**src/rtl/avr_tx_arbiter.sv**
```systemverilog
// Round-robin, packet-granular arbiter sharing the AVR serial TX channel among NUM_REQ sources.
// Define AVR_TX_ID_HEADER_EN to prefix every packet with a source-ID byte (8'hF0 | index).
module avr_tx_arbiter #(
  parameter int NUM_REQ = 4,
  parameter int IDX_W   = 2
) (
  input  logic                   clk,
  input  logic                   rst,
  input  logic [NUM_REQ-1:0]     req_valid,
  input  logic [8*NUM_REQ-1:0]   req_data,
  input  logic [NUM_REQ-1:0]     req_last,
  output logic [NUM_REQ-1:0]     req_ack,
  output logic [NUM_REQ-1:0]     grant,
  output logic [7:0]             tx_data,
  output logic                   new_tx_data,
  input  logic                   tx_busy,
  output logic                   active
);

  typedef enum logic [1:0] {
    IDLE = 2'd0,
    SEND = 2'd1,
    GAP  = 2'd2
`ifdef AVR_TX_ID_HEADER_EN
    , HDR = 2'd3
`endif
  } state_t;

  state_t               state_q, state_d;
  logic [NUM_REQ-1:0]   grant_q, grant_d;
  logic [NUM_REQ-1:0]   req_ack_q, req_ack_d;
  logic [7:0]           tx_data_q, tx_data_d;
  logic                 new_tx_data_q, new_tx_data_d;
  logic                 active_q, active_d;
  logic                 last_q, last_d;
  logic [IDX_W-1:0]     rr_ptr_q, rr_ptr_d;
  logic [IDX_W-1:0]     owner_q, owner_d;

  logic [7:0]           data_arr [NUM_REQ];
  logic                 pick_found;
  logic [IDX_W-1:0]     pick_idx;
  logic                 issue;

  function automatic logic [NUM_REQ-1:0] onehot(input logic [IDX_W-1:0] idx);
    logic [NUM_REQ-1:0] v;
    v      = '0;
    v[idx] = 1'b1;
    return v;
  endfunction

  function automatic logic [IDX_W-1:0] next_idx(input logic [IDX_W-1:0] idx);
    if (int'(idx) == NUM_REQ - 1) return '0;
    return idx + 1'b1;
  endfunction

  always_comb begin
    for (int i = 0; i < NUM_REQ; i++) data_arr[i] = req_data[8*i +: 8];
  end

  // First valid requester at or after rr_ptr, wrapping modulo NUM_REQ
  always_comb begin
    logic [IDX_W-1:0] k;
    pick_found = 1'b0;
    pick_idx   = '0;
    k          = '0;
    for (int i = 0; i < NUM_REQ; i++) begin
      k = IDX_W'((int'(rr_ptr_q) + i) % NUM_REQ);
      if (!pick_found && req_valid[k]) begin
        pick_found = 1'b1;
        pick_idx   = k;
      end
    end
  end

  assign issue = !tx_busy && req_valid[owner_q];

  always_ff @(posedge clk) begin
    if (rst) begin
      state_q       <= IDLE;
      grant_q       <= '0;
      req_ack_q     <= '0;
      tx_data_q     <= 8'h00;
      new_tx_data_q <= 1'b0;
      active_q      <= 1'b0;
      last_q        <= 1'b0;
      rr_ptr_q      <= '0;
      owner_q       <= '0;
    end else begin
      state_q       <= state_d;
      grant_q       <= grant_d;
      req_ack_q     <= req_ack_d;
      tx_data_q     <= tx_data_d;
      new_tx_data_q <= new_tx_data_d;
      active_q      <= active_d;
      last_q        <= last_d;
      rr_ptr_q      <= rr_ptr_d;
      owner_q       <= owner_d;
    end
  end

  always_comb begin
    state_d = state_q;
    case (state_q)
      IDLE: begin
        if (pick_found) begin
`ifdef AVR_TX_ID_HEADER_EN
          state_d = HDR;
`else
          state_d = SEND;
`endif
        end
      end
`ifdef AVR_TX_ID_HEADER_EN
      HDR:  if (!tx_busy) state_d = GAP;
`endif
      SEND: if (issue) state_d = GAP;
      GAP:  state_d = last_q ? IDLE : SEND;
      default: state_d = IDLE;
    endcase
  end

  // Strobe and ack default low so each is a single-cycle pulse
  always_comb begin
    grant_d       = grant_q;
    active_d      = active_q;
    rr_ptr_d      = rr_ptr_q;
    owner_d       = owner_q;
    last_d        = last_q;
    tx_data_d     = tx_data_q;
    new_tx_data_d = 1'b0;
    req_ack_d     = '0;
    case (state_q)
      IDLE: begin
        if (pick_found) begin
          owner_d  = pick_idx;
          grant_d  = onehot(pick_idx);
          active_d = 1'b1;
        end
      end
`ifdef AVR_TX_ID_HEADER_EN
      HDR: begin
        if (!tx_busy) begin
          new_tx_data_d = 1'b1;
          tx_data_d     = 8'hF0 | 8'(owner_q);
          last_d        = 1'b0;
        end
      end
`endif
      SEND: begin
        if (issue) begin
          new_tx_data_d = 1'b1;
          tx_data_d     = data_arr[owner_q];
          req_ack_d     = onehot(owner_q);
          last_d        = req_last[owner_q];
        end
      end
      GAP: begin
        if (last_q) begin
          grant_d  = '0;
          active_d = 1'b0;
          rr_ptr_d = next_idx(owner_q);
        end
      end
      default: ;
    endcase
  end

  assign grant       = grant_q;
  assign req_ack     = req_ack_q;
  assign tx_data     = tx_data_q;
  assign new_tx_data = new_tx_data_q;
  assign active      = active_q;

endmodule
```
**config.mk**
```make
export PLATFORM = sky130hd
export DESIGN_NAME = avr_tx_arbiter
export DESIGN_NICKNAME = d
export VERILOG_FILES = /design/src/rtl/avr_tx_arbiter.sv
export SDC_FILE = /design/constraint.sdc
export NUM_CORES = 1
export LEC_CHECK = 0
export CAP_MARGIN = 20
export CORE_UTILIZATION = 40
export DETAILED_ROUTE_END_ITERATION = 8
export GPL_ROUTABILITY_DRIVEN = 0
export HOLD_SLACK_MARGIN = 0.03
export PLACE_DENSITY = 0.79
export SYNTH_ARGS = -nofsm -noshare
export SYNTH_HDL_FRONTEND = slang
export SYNTH_SLANG_ARGS = --single-unit
```
**constraint.sdc**
```tcl
create_clock -name clk -period 2.06 [get_ports clk]
set_input_delay 0.515 -clock clk [delete_from_list [all_inputs] [get_ports clk]]
set_output_delay 0.515 -clock clk [all_outputs]
set_load 0.03 [all_outputs]
```
==> metrics.yaml <==
vias: 1125
htreeDepth: 1
slowest_stage: "clkdlybuf4s50_1"
slew_headroom_pct: 68.7
instances_no_fill: 225
status: "finished clean"
diodes: 0
post-route-period-util_pct: 91.7
grt_max_degree: 15
die_w_um: 58.5
ys.flop_type: "dfxtp_1"
ys_ff_latch: 25
dp_hpwl_um: 2590
crit_cells: 1
synthArstFlopShare_pct: 0
clock-sinks: 25
syn_area_per_cell_um2: 11.3
holdPathStages: 2
placedCellCount: 221
synth_edf_count: 0
postCtsSetupBuffers: 0
max_freq_mhz: 530
seq_area_frac_synth_pct: 39.3
yosysUniqueCellTypes: 30
final_util_pct: 65.6
hold_viol_final: 0
critPathBufInv: 1
yosysTopAreaCellShare_pct: 39.3
worstPathMaxFanout: 2
vdd_ir_drop_max_mv: 0.368
cts_tree: "built"
critPathTopFamily: "buffers and inverters"
coreArea_um2: 3030
drive_gt1_share_pct: 16.0
crit_chain: "clkdlybuf4s50_1"
first_global_vias: 1208
die_area_um2: 3420
slew_viol_final: 0
port_buffers: 60
hold_path.class: "flip-flop to flip-flop"
max_cap_viol_count: 0
cp-start-kind: "flip-flop"
cp.arrival_ns: 1.37
cts_inserted_buffers: 3
clockBufferDepth: 2
power.density_nw_per_um2: 525
setup-violations-final: 0
p_leak_nw: 0.804
timing.setup.tns_ns: 0
worst_slew_pin_slew_ns: 0.465
gr-total-overflow: 0
endpoint_kind: "output pin"
finalNetCount: 229
grt_pass1_wl_um: 5320
syn_area_um2: 1270
syn-instance-count: 113
netlist_top_cells_area: "dfxtp_1, mux4_2, mux2i_1"
max_stage_delay_ns: 0.68
track_usage_pct: 20.5
yosysTopAreaCell: "dfxtp_1"
synth_nets: 160
cts-hold-fix-buffers: 0
vias_per_cell: 5.00
drc_errors: 0
yosysWarningCount: 0
io_pins: 61
rsz0062_at_grt: "no"
antenna_found_initial: 0
fin_skew_ns: 0.0114
rows: 20
dr.pass1.iters: 4
area_growth_pct: 55.7
clk_latency_ns: 0.33
ant_nets: 0
initial_core_util_pct: 42.1
fin_crit_ns: 1.89
r2r_cells: 5
fp.dieH_um: 58.5
root_buffer: "clkbuf_4"
drt-initial-drc-count: 31
cts.clk_slew.worst_paths_ns: 0.14
post_drt_wl_per_cell_um: 13.9
worstPathRequired_ns: 1.54
drt_wl_total_um: 3120
path_class: "flip-flop to output pin"
cts-resized-gates: 0
per-layer routing:
metal / vias to the layer above / track usage, % / share of wire [%]
met3: 4 / 4.62 / 3.0
met1: 545 / 25.1 / 43
met5: - / 0 / 0
met4: 0 / 5.44 / 1.5
met2: 23 / 36.5 / 53
li1: 553 / - / -
synthesized netlist by cell type, types with 2 or more instances:
| cell type | instances |
|---|---|
| o31ai_1 | 2 |
| or3_1 | 2 |
| and2_1 | 4 |
| nor2_1 | 17 |
| a21oi_1 | 4 |
| buf_2 | 2 |
| inv_1 | 3 |
| mux2i_1 | 11 |
| nand2b_1 | 3 |
| mux4_2 | 10 |
| dfxtp_1 | 25 |
| a32o_1 | 4 |
| nand3b_1 | 2 |
| ha_1 | 4 |
| buf_6 | 2 |
| nand2_1 | 2 |
| nor2b_1 | 2 |
| nor3_1 | 2 |
kinds of logic after synthesis:
logic type      synth area share, %
simple gates                   17.2
flops                          39.3
mux                            26.3
compound gates                 7.75
buf+inv                        5.59
fa+ha+maj                      3.93
final timing paths:
| path | start | endpoint | slack (ns) |
|---|---|---|---|
| max reg2reg | owner_q[1] | tx_data[7] | 0.51 |
| min | active | active | 0.48 |
| max | tx_data[2] | tx_data[2] | 0.17 |
| min reg2reg | active | active | 0.48 |
report_power, final:
part           switching [W]  total [W]  internal [W]
Sequential         0.0000154   0.000521      0.000506
Combinational       0.000119   0.000300      0.000181
Clock               0.000148   0.000221     0.0000729
Total               0.000282    0.00104      0.000760
final cells by class:
class | instances | area, um^2
Clock buffer | 3 | 22.5
Clock inverter | 1 | 5.00
Fill cell | 248 | 1040
Inverter | 3 | 11.3
Multi-Input combinational cell | 79 | 703
Sequential cell | 25 | 500
Tap cell | 44 | 55.1
Timing Repair Buffer | 70 | 688
layout by cell type, fill, tap and decap left out:
cell	count
buf_12	1
clkdlybuf4s50_1	60
nor2_1	17
and3b_4	1
nor3_1	2
a32o_1	4
nand3b_1	2
mux4_2	10
nor2b_1	2
nand2_1	2
ha_1	4
a21oi_1	4
clkinv_2	1
buf_4	9
o31ai_1	2
a31oi_1	1
or3b_2	1
nand2b_1	3
nor2_2	1
nor4_1	1
nor3b_1	1
a22o_1	1
dfxtp_1	25
nand2_2	1
clkbuf_4	3
inv_1	3
and2_1	4
or2_2	1
a311oi_1	1
mux2i_1	11
or3_1	2
registers in the layout, summed over array words and instances, names as in the netlist:
signal and count:
last_q 1, owner_q 2, new_tx_data 1, tx_data 8
state_q 2, rr_ptr_q 2, grant 4, active 1
req_ack 4
per-stage QoR:
| step | worst slack (ns) | hold WS (ns) | total power, W | instance area, um^2 |
|---|---|---|---|---|
| 3_3_place_gp | -0.0351 | 0.455 | 0.000825 | 1960 |
| 2_1_floorplan | 0.515 | 0.479 | 0.000688 | 1270 |
| 6_report | 0.172 | 0.484 | 0.00104 | 1990 |
| 3_5_place_dp | -0.0736 | 0.462 | 0.000833 | 1960 |
| 5_1_grt | 0.109 | 0.512 | 0.00110 | 1990 |
| 4_1_cts | 0.158 | 0.486 | 0.00105 | 1990 |
(Power assumes the default switching activity.)
